===== config.mk =====
export PLATFORM = sky130hd
export DESIGN_NAME = sat_counter
export DESIGN_NICKNAME = d
export VERILOG_FILES = /design/src/rtl/sat_counter.sv
export SDC_FILE = /design/constraint.sdc
export NUM_CORES = 1
export LEC_CHECK = 0
export BUFFER_PORTS_ARGS = -buffer_cell sky130_fd_sc_hd__buf_2
export CAP_MARGIN = 20
export CORE_AREA = 2 2 60 62
export DETAILED_ROUTE_END_ITERATION = 16
export DIE_AREA = 0 0 62 64
export GPL_ROUTABILITY_DRIVEN = 0
export SYNTH_ARGS = -nofsm -noshare
export SYNTH_HDL_FRONTEND = slang
export SYNTH_SLANG_ARGS = --single-unit

===== constraint.sdc =====
create_clock -name clk -period 1.7 [get_ports clk]
set_input_delay 0.255 -clock clk [delete_from_list [all_inputs] [get_ports clk]]
set_output_delay 0.255 -clock clk [all_outputs]
set_load 0.01 [all_outputs]

===== src/rtl/sat_counter.sv =====
// Saturating up-counter with synchronous clear.
// Ports: clk, reset (async active-low), inc (count enable),
//        clr (sync clear, wins over inc), count (current value).
module sat_counter #(
  parameter int CNT_W = 16
) (
  input  logic             clk,
  input  logic             reset,
  input  logic             inc,
  input  logic             clr,
  output logic [CNT_W-1:0] count
);

  always_ff @(posedge clk or negedge reset) begin
    if (!reset)                    count <= '0;
    else if (clr)                  count <= '0;
    else if (inc && count != '1)   count <= count + 1'b1;
  end

endmodule


== Word-level counts from Yosys, hierarchy flattened ==
Cells that the tools add are included.

* Add/sub/neg operators: 1
* Eq/ne operators: 1
* Mux-type cells: 2
* Reductions and logical operators: 2

{| class="wikitable"
|+ Operators with widths
! cell !! number
|-
| $mux 16 || 2
|-
| $add 16x1->16 const B || 1
|-
| $ne 16x16->1 const B || 1
|-
| $reduce_bool 2->1 || 1
|-
| $logic_and 1x1->1 || 1
|}

* Register bits: 16
* Bits of input ports: 4

== Depth between registers and ports, before layout ==
Gate-level depths: netlist of run 1.

* Depth in word-level cells: 4
* Mapped depth: 6

== Worst setup path after synthesis of run 1 ==
Ideal clock, no wire load.

* Kind: register to register
* Start point: reg count[0]
* End point: reg count[15]
* Library setup time: 0.128 ns
* Arrival time: 1.670 ns
* Data required time: 1.572 ns
* Setup slack: -0.098 ns
* Cell stages (with the launch flop): 6
* Period minus slack after synthesis: 1.798 ns
* Cell sequence: dfrtp_1 > ha_1 > nand4_2 > nor4_4 > nor4_1 > mux2_1

* Longest elaborated chain between the ends: 3
* Elaborated cells on any way between the ends: 6
* Those cells by class: 1 x add/sub; 1 x eq/ne; 2 x mux; 2 x reduce/logical

{| class="wikitable"
|+ RTL lines
! what !! RTL line !! source
|-
| start, declared || 11 || <nowiki>output logic [CNT_W-1:0] count</nowiki>
|-
| start signal, assigned || 17 || <nowiki>else if (inc && count != '1) count <= count + 1'b1;</nowiki>
|-
| $add 16x1->16 / $ne 16x16->1 (equally long branches) || 17 ||
|-
| $mux 16 / $logic_and 1x1->1 (equally long branches) || 17 ||
|-
| $mux 16 / $reduce_bool 2->1 (equally long branches) || - ||
|}

Parallel ways exist; a longest one is shown, timed or not. The select of a mux whose other input is x is not followed.
A chain may end at the register's enable or synchronous reset.

== Worst setup path in the final report of run 1 ==
* Start point: reg count[1]
* End point: reg count[7]

The elaborated chain is that of the path after synthesis.

==> reports/summary.txt, run 1 <==
Sw Pwr - 164 uW
Clk pwr share - 0.314
Synth Flop Type - dfrtp_1
Finished Layout Cells - 190
Setup slack after layout - -0.0590 ns
Yosys top cell by area - dfrtp_1
Nets - 151
Hold Path Class - input port to flip-flop
Synth-to-layout area growth - 49.3%
R2R Path End - count[7]
VDD IR max - 163 uV
Max Cap Viol - 0
Clock sink count - 16
Most frequent cell after synthesis - dfrtp_1
M1 wire length - 1270 microns
Num rows - 21
Fin crit share - 1.03
H-Tree Depth - 1
Worst hold path depth - 3
Worst Setup End Kind - flip-flop
Most flop-heavy register - count
Pleak - 0.631 nW
Largest register FFs - 16
Post-route setup TNS - -0.0907 ns
Crit path kind - flip-flop to flip-flop
Starting DRT DRC Count - 54
Worst Path Arrival - 1.98 ns
WP data required - 1.92 ns
Yosys warnings - 0
Setup crit start kind - flip-flop
CTS tree - yes
Clock-pin transition on the worst setup and hold timing paths - 0.09 ns
Sequential power share - 0.596
Top cells by count, synth - 16 x dfrtp_1, 11 x a21oi_1, 7 x o31ai_1
Final Cell Area - 0.00141 sq mm
Register-to-Register Path Depth - 5
Biggest regs - count (16)
Max clock buf depth - 2
Failing checks - setup timing
Boundary pin count - 20
Port bufs - 19
Synth cell types - 28
Worst r2r src - count[1]
Chip Height - 64 microns
Worst clock skew - 0.00196 ns
Clk root buf - clkbuf_4
Least-Margin Pin Slew - 0.566 ns
Hold Violations, Final - 0
Result of the run - finished, violations left
Met2 routed WL - 1370 microns
Final setup vio count - 2
Layout cells sized above 1 - 0.479
Asr flop ratio synth - 1.00
Core Region - 0.00328 sq mm
Crit path max fanout - 4
Max Clk Rate - 569 MHz
Residual DRC - 0
First-pass GRT wire length - 4310 microns
Hpwl dp - 1910 microns
Sequential-to-total area share from yosys stat - 0.425
Number of synthesized flops with an enable pin - 0
ANT cells - 0
Dpl cells - 180
Top post-synthesis cells by area - dfrtp_1 42%, a21oi_1 5.8%, o31ai_1 5.6%
Largest net degree at the start of global routing - 21
Syn Std Cell Area - 942 sq um
Unrepaired setup endpoints after global routing - yes
Die Wd - 62 microns
Max-slew headroom - 0.622
Syn Inst Count - 98
Routed Antenna Nets - 0
Hold Path Sink - count[1]
Placed Area - 0.00125 sq mm
Initial antenna violation count - 0
GRT Util Overall - 0.146
DR vias/cell - 5.31
Part of the power in combinational logic - 0.090
Top Metal Used - met4
Vias in the first global route - 935
Slew Limit Fails - 0
Drt wl/cell - 14.7 microns
Initial Utilization - 0.287
Vias - 1,009
Synth Area per Inst - 9.61 sq um
Sw frac - 0.252
Total CTS buffers - 3
Period minus WS final - 1.76 ns
Area fraction of the dominant cell type after synthesis - 0.425
Reg-to-reg slack, setup - -0.06 ns
TritonRoute pass-1 iters - 4
Syn Nets - 103
Pint - 487 uW
Power density cells - 463 mW/mm^2
Met3 WL post-DR - 106 microns
#FFs+latches synth - 16
Gr ovfl total - 0
Worst-skew pair later-pin latency - 0.29 ns
Full die area - 0.00397 sq mm
Hold_sp - inc
Total wire length - 2800 microns
==> worst max-delay path by stage <==
| stage | from | to | slack (ns) |
|---|---|---|---|
| global route | count[2] | count[11] | -0.11 |
| floorplan | count[13] | count[15] | 0.02 |
| CTS | count[0] | count[3] | -0.03 |
| global placement | count[1] | count[11] | -0.02 |
| finish | count[1] | count[7] | -0.06 |
| detailed placement | count[1] | count[3] | -0.06 |
==> metal layers <==
| layer | GRT usage | vias up |
|---|---|---|
| li1 | - | 479 |
| met1 | 0.185 | 490 |
| met2 | 0.230 | 36 |
| met3 | 0.0263 | 4 |
| met4 | 0.0718 | 0 |
| met5 | 0 | - |
==> power groups by stage <==
| stage | Combinational (mW) | Sequential, mW | Clock, mW |
|---|---|---|---|
| 5_1_grt | 0.0658 | 0.388 | 0.231 |
| 6_report | 0.0584 | 0.388 | 0.204 |
| 3_5_place_dp | 0.0532 | 0.394 | 0 |
| 4_1_cts | 0.0558 | 0.387 | 0.210 |
| 3_3_place_gp | 0.0505 | 0.394 | 0 |
| 2_1_floorplan | 0.0217 | 0.397 | 0 |
==> layout by cell type (no fill, tap or decap), types with 2 or more instances in the layout <==
| cell | instances |
|---|---|
| a21oi_2 | 3 |
| a21oi_1 | 8 |
| nand2_1 | 6 |
| or4_4 | 2 |
| or4_1 | 5 |
| or3_1 | 2 |
| buf_2 | 19 |
| nand3_1 | 3 |
| dfrtp_1 | 15 |
| nor4_4 | 2 |
| nor4_2 | 3 |
| o21ai_1 | 3 |
| mux2_1 | 4 |
| buf_6 | 2 |
| nand4_1 | 6 |
| nor2_1 | 4 |
| clkbuf_4 | 3 |
| o31ai_1 | 7 |
| buf_4 | 26 |
| nor2b_1 | 4 |
| inv_1 | 3 |
==> critical path, cell delays in order, from the launching register on <==
cell and delay (ns):
dfrtp_1 0.42, and4_2 0.27, nand4_1 0.23, buf_4 0.23, or4_1 0.39, a21oi_1 0.15
==> timing repair <==
item                       in CTS  in global routing
setup endpoints to repair       5                 10
pin swaps                       4                  6
hold buffers                    1                  0
hold endpoints to repair       16                  0
gates resized for setup         5                 11
buffers inserted                1                  5
==> area by class of cell <==
type / instances / area (sq um)
fillers: 334 / 1880
inverters: 3 / 11.3
repair buffers: 48 / 323
well taps: 46 / 57.6
multi-input cells: 74 / 591
flip-flops and latches: 16 / 402
clock buffers: 3 / 22.5
==> kinds of logic (layout without fill, tap and decap cells) <==
logic type      count (synthesis)  in the layout  synth area share
buf+inv                         8             54            0.0398
flops                          16             16             0.425
mux                             4              4            0.0478
simple gates                   45             45             0.312
compound gates                 24             24             0.162
fa+ha+maj                       1              1            0.0133
==> through the flow <==
stage          power (mW)  hold slack (ns)   util  worst slack, ns
4_1_cts             0.652            0.276  0.400          -0.0276
3_3_place_gp        0.444            0.188  0.379          -0.0201
2_1_floorplan       0.419          -0.0406      -           0.0179
3_5_place_dp        0.447            0.200  0.379          -0.0618
5_1_grt             0.685            0.277  0.428           -0.114
6_report            0.651            0.273  0.428          -0.0590
(Power assumes the default switching activity.)
==> inputs of run 2 (changes only) <==
==> constraint.sdc (replaced) <==
create_clock -name clk -period 1.7 [get_ports clk]
set_input_delay 0 -clock clk [delete_from_list [all_inputs] [get_ports clk]]
set_output_delay 0 -clock clk [all_outputs]
set_load 0.01 [all_outputs]
==> reports/summary.txt, run 2 (synthesis gave the netlist of run 1 again) <==
Result of the run - finished, violations left
Failing checks - setup timing
Slew Limit Fails - 0 (unchanged)
Hpwl dp - 1800 microns (-5.8%)
Initial antenna violation count - 0 (unchanged)
Chip Height - 64 microns (unchanged)
Residual DRC - 0 (unchanged)
Fin crit share - 1.01 (-0.0286)
Worst Path Arrival - 1.88 ns (-0.10 ns)
TritonRoute pass-1 iters - 4 (unchanged)
Biggest regs - count (16)
ANT cells - 0 (unchanged)
First-pass GRT wire length - 4010 microns (-7.1%)
Vias - 978 (-3.1%)
Part of the power in combinational logic - 0.081 (-0.009)
Worst-skew pair later-pin latency - 0.28 ns (about the same)
Most common cell after layout, fill and taps aside - buf_4
Die Wd - 62 microns (unchanged)
Worst Setup End Kind - flip-flop
Post-route setup TNS - -0.0104 ns (+0.0803 ns)
Layout cells sized above 1 - 0.458 (-0.0208)
Hold Path Class - input port to flip-flop
WP data required - 1.87 ns (-0.05 ns)
Crit path kind - flip-flop to flip-flop
Hold Violations, Final - 0 (unchanged)
Clock-pin transition on the worst setup and hold timing paths - 0.09 ns (about the same)
Least-Margin Pin Slew - 0.612 ns (+0.0464 ns)
Period minus WS final - 1.71 ns (-0.0486 ns)
Reg-to-reg slack, setup - -0.01 ns (+0.05 ns)
Largest net degree at the start of global routing - 23 (+9.5%)
Max clock buf depth - 2 (unchanged)
Crit path max fanout - 5 (+1)
GRT Util Overall - 0.134 (-0.0120)
H-Tree Depth - 1 (unchanged)
Dpl cells - 179 (-0.56%)
Max Cap Viol - 0 (unchanged)
Total Power - 692 uW (+6.4%)
Unrepaired setup endpoints after global routing - yes
Nets - 150 (-0.66%)
VDD IR max - 188 uV (+15%)
Finished Layout Cells - 190 (unchanged)
Pint - 533 uW (+9.5%)
Gr ovfl total - 0 (unchanged)
Sw Pwr - 159 uW (-2.8%)
Pleak - 0.629 nW (-0.25%)
Sw frac - 0.230 (-0.0218)
Total wire length - 2560 microns (-8.7%)
Drt wl/cell - 13.5 microns (-8.7%)
Clock sink count - 16 (unchanged)
Core Region - 0.00328 sq mm (unchanged)
Setup crit start kind - flip-flop
Total CTS buffers - 3 (unchanged)
Largest register FFs - 16 (unchanged)
Setup slack after layout - -0.0104 ns (+0.0486 ns)
Filler instances - 331 (-0.90%)
Routed Antenna Nets - 0 (unchanged)
Final setup vio count - 1 (-1)
CTS tree - yes
Sequential power share - 0.558 (-0.038)
Vias in the first global route - 950 (+1.6%)
Boundary pin count - 20 (unchanged)
Num rows - 21 (unchanged)
Power density cells - 508 mW/mm^2 (+9.8%)
DR vias/cell - 5.15 (-3.1%)
Clk pwr share - 0.361 (+0.047)
Most frequent cells in the layout - 27 x buf_4, 19 x buf_2, 16 x dfrtp_1, 8 x a21oi_1, 7 x o31ai_1
Max Clk Rate - 585 MHz (+2.8%)
Worst clock skew - 0.000424 ns (-0.00154 ns)
Full die area - 0.00397 sq mm (unchanged)
Max-slew headroom - 0.591 (-0.0310)
Synth-to-layout area growth - 44.6%
Initial Utilization - 0.287 (unchanged)
Most flop-heavy register - count
Clk root buf - clkbuf_4
Starting DRT DRC Count - 34 (-37%)
Port bufs - 19 (unchanged)
-- run 2: changes by cell type in the layout (fill, tap and decap cells not counted), sizes merged --
cell	previous run	this run
buf	47	46
clkbuf	3	4
-- run 2: critical path: stages, from the launching register on --
cell	delay, ns
dfrtp_1	0.42
and4_2	0.26
nand4_1	0.24
nor4_1	0.34
mux2_1	0.35
-- run 2: path summary, 6_finish.rpt --
kind / start / to / cells past startpoint
worst max-delay path: count[3] / count[13] / 4
worst min-delay path: inc / count[1] / 3
worst max register to register: count[3] / count[13] / 4
worst min register to register: count[4] / count[4] / 2
max in group asynchronous: reset / count[14] / 2
min in group asynchronous: reset / count[5] / 2
-- run 2: per-layer routing --
| layer | GRT usage | up-vias | share of wire |
|---|---|---|---|
| met3 | 0.0202 | 4 | 0.027 |
| met4 | 0.0718 | 0 | 0.018 |
| met1 | 0.165 | 478 | 0.46 |
| met2 | 0.216 | 21 | 0.49 |
| met5 | 0 | - | 0 |
| li1 | - | 475 | - |
-- run 2: what timing repair did --
action	4_1_cts	5_1_grt
resized for setup	5	2
hold buffers	1	0
buffers inserted	2	4
hold endpoints to repair	16	0
setup endpoints to repair	5	10
pin swaps	4	4
-- run 2: metrics by stage --
stage	hold WS, ns	util	setup WS [ns]	area (sq um)
3_5_place_dp	-0.0626	0.377	-0.0752	1240
4_1_cts	0.0277	0.403	-0.00466	1330
6_report	0.0431	0.415	-0.0104	1360
5_1_grt	0.0385	0.415	-0.0569	1360
3_3_place_gp	-0.0635	0.377	-0.0162	1240
2_1_floorplan	-0.296	-	0.0179	955
-- run 2: cell type report --
cell class | instances | area, sq um | area share
multi-input combinational | 74 | 549 | 0.403
tap | 46 | 57.6 | 0.0422
sequential | 16 | 400 | 0.294
timing repair buffer | 47 | 308 | 0.226
inverter | 3 | 11.3 | 0.00826
clock buffer | 4 | 36.3 | 0.0266
-- run 2: power groups by stage --
stage,sequential (mW),combinational (mW),clock [mW]
2_1_floorplan,0.397,0.0217,0
3_3_place_gp,0.394,0.0494,0
3_5_place_dp,0.394,0.0515,0
4_1_cts,0.387,0.0546,0.260
5_1_grt,0.387,0.0618,0.274
6_report,0.387,0.0559,0.250
==> inputs of run 3 (changes only) <==
--- a/config.mk
+++ b/config.mk
@@ -11,6 +11,7 @@
 export DETAILED_ROUTE_END_ITERATION = 16
 export DIE_AREA = 0 0 62 64
 export GPL_ROUTABILITY_DRIVEN = 0
+export REMOVE_ABC_BUFFERS = 1
 export SYNTH_ARGS = -nofsm -noshare
 export SYNTH_HDL_FRONTEND = slang
 export SYNTH_SLANG_ARGS = --single-unit
==> reports/summary.txt, run 3 (synthesis gave the netlist of run 1 again) <==
Least-Margin Pin Slew - 0.485 ns (-0.127 ns)
Chip Height - 64 microns (unchanged)
Crit path buffers/inverters - 1 (+1)
Dpl cells - 176 (-1.7%)
VDD IR max - 207 uV (+10%)
Finished Layout Cells - 194 (+2.1%)
Most flop-heavy register - count
Layout cells sized above 1 - 0.568 (+0.109)
Slowest CP cell - dfrtp_1
Initial antenna violation count - 0 (unchanged)
Starting DRT DRC Count - 43 (+26%)
Synth-to-layout area growth - 63.9%
Filler instances - 321 (-3.0%)
Core Region - 0.00328 sq mm (unchanged)
Total wire length - 3010 microns (+18%)
Biggest regs - count (16)
Period minus WS final - 1.68 ns (-0.0297 ns)
Max Clk Rate - 595 MHz (+1.8%)
Worst r2r src - count[15]
Largest net degree at the start of global routing - 23 (unchanged)
Final setup vio count - 0 (-1)
Worst clock skew - 0.00124 ns (+0.000811 ns)
Worst-skew pair later-pin latency - 0.29 ns (about the same)
Crit-path max cell delay - 0.40 ns (-0.02 ns)
CTS tree - yes
Die Wd - 62 microns (unchanged)
Hpwl dp - 1980 microns (+10%)
Boundary pin count - 20 (unchanged)
R2R Path End - count[13]
Result of the run - finished, final reports clean
Most common cell after layout, fill and taps aside - buf_4
Total CTS buffers - 3 (unchanged)
Setup crit start kind - flip-flop
Pleak - 0.660 nW (+4.8%)
Setup crit end - count[13]
Total Power - 717 uW (+3.5%)
TritonRoute pass-1 iters - 4 (unchanged)
Worst Setup End Kind - flip-flop
Clk root buf - clkbuf_4
WP data required - 1.88 ns (about the same)
Final Cell Area - 0.00154 sq mm (+13%)
Crit path max fanout - 5 (unchanged)
Nets - 154 (+2.7%)
Initial Utilization - 0.287 (unchanged)
Worst setup path startpoint - count[15]
GRT Util Overall - 0.140 (+0.00634)
Slew Limit Fails - 0 (unchanged)
Most frequent cells in the layout - 24 x buf_4, 19 x buf_2, 14 x dfrtp_1, 7 x o31ai_1
Power density cells - 464 mW/mm^2 (-8.6%)
Hold Violations, Final - 0 (unchanged)
Area of the multi-input gates - 674 sq um (+23%)
CP dominant cell by count - nor4_4
Unrepaired setup endpoints after global routing - yes
H-Tree Depth - 1 (unchanged)
Vias - 1,055 (+7.9%)
Register-to-Register Path Depth - 5 (+1)
Max Cap Viol - 0 (unchanged)
Worst Path Arrival - 1.87 ns (about the same)
Worst path cell trace - nand4_1 -> nor4_4 -> buf_12 -> nor4_4 -> mux2_4
Stages on the worst setup path - 5 (+1)
Routed Antenna Nets - 0 (unchanged)
Full die area - 0.00397 sq mm (unchanged)
Top Family by Delay on Critical Path - simple AND/OR/NAND/NOR gates
Placed Area - 0.00120 sq mm (-2.8%)
Clock sink count - 16 (unchanged)
Residual DRC - 0 (unchanged)
Reg-to-reg slack, setup - 0.02 ns (+0.03 ns)
Register Area - 403 sq um (+0.62%)
DR vias/cell - 5.44 (+5.6%)
Crit path kind - flip-flop to flip-flop
Fin crit share - 0.989 (-0.0175)
Max clock buf depth - 2 (unchanged)
First-pass GRT wire length - 4350 microns (+8.5%)
Hold Path Class - input port to flip-flop
ANT cells - 0 (unchanged)
Vias in the first global route - 931 (-2.0%)
Clock-pin transition on the worst setup and hold timing paths - 0.10 ns (about the same)
Gr ovfl total - 0 (unchanged)
Drt wl/cell - 15.5 microns (+15%)
Largest register FFs - 16 (unchanged)
Max-slew headroom - 0.675 (+0.0833)
Port bufs - 19 (unchanged)
Num rows - 21 (unchanged)
==> run 3: cell count changes in the layout (fill, tap and decap cells not counted), sizes merged <==
| cell | before | now |
|---|---|---|
| buf | 46 | 47 |
| clkinvlp | 0 | 2 |
| dlygate4sd3 | 1 | 2 |
| inv | 3 | 2 |
| nor4 | 5 | 6 |
==> run 3: final cells by class <==
class,instances,share of cell area
Timing Repair inverter,1,0.00324
Multi-Input combinational cell,75,0.437
Sequential cell,16,0.261
Timing Repair Buffer,49,0.229
Clock buffer,4,0.0235
Inverter,3,0.00972
Tap cell,46,0.0373
==> run 3: how the worst min path moves through the flow <==
stage               cells after the start   from  slack (ns)        end
CTS                                     2    clr        0.12  count[14]
global placement                        1  reset       -0.06   count[8]
detailed placement                      1  reset       -0.05  count[15]
global route                            2    clr        0.16   count[3]
floorplan                               0  reset       -0.30   count[0]
finish                                  2    clr        0.13  count[14]
==> run 3: layer usage <==
| layer | track usage | wire (microns) | up-vias |
|---|---|---|---|
| met2 | 0.247 | 1530 | 31 |
| met4 | 0.0213 | 25 | 0 |
| li1 | - | - | 481 |
| met5 | 0 | 0 | - |
| met3 | 0.0182 | 131 | 7 |
| met1 | 0.180 | 1320 | 536 |
==> run 3: worst reg2reg max path, stage by stage (launching register included) <==
cell and delay (ns):
dfrtp_1 0.40, nand4_1 0.25, nor4_4 0.38, buf_12 0.18, nor4_4 0.05, mux2_4 0.30
==> run 3: where the power goes <==
| group | total, mW | switching [mW] | leakage [nW] | internal [mW] |
|---|---|---|---|---|
| Clock | 0.258 | 0.127 | 0.0210 | 0.131 |
| Sequential | 0.388 | 0.00443 | 0.219 | 0.384 |
| Combinational | 0.0703 | 0.0444 | 0.420 | 0.0259 |
==> run 3: repair_timing <==
| action | CTS | global route |
|---|---|---|
| setup buffers | 4 | 7 |
| hold endpoints to repair | 17 | 0 |
| setup endpoints to repair | 15 | 15 |
| resized for setup | 8 | 29 |
| hold buffers | 2 | 0 |
| pin swaps | 2 | 14 |
| gates cloned | 1 | 1 |
==> run 3: metrics by stage <==
step                utilization  setup slack, ns  hold slack [ns]  setup TNS, ns
floorplan                     -           -0.300           -0.296          -1.90
global placement          0.366          -0.0447          -0.0641         -0.275
detailed placement        0.366           -0.146          -0.0518          -1.46
CTS                       0.411          0.00214            0.123              0
global route              0.470          -0.0417            0.161         -0.215
finish                    0.470           0.0193            0.132              0
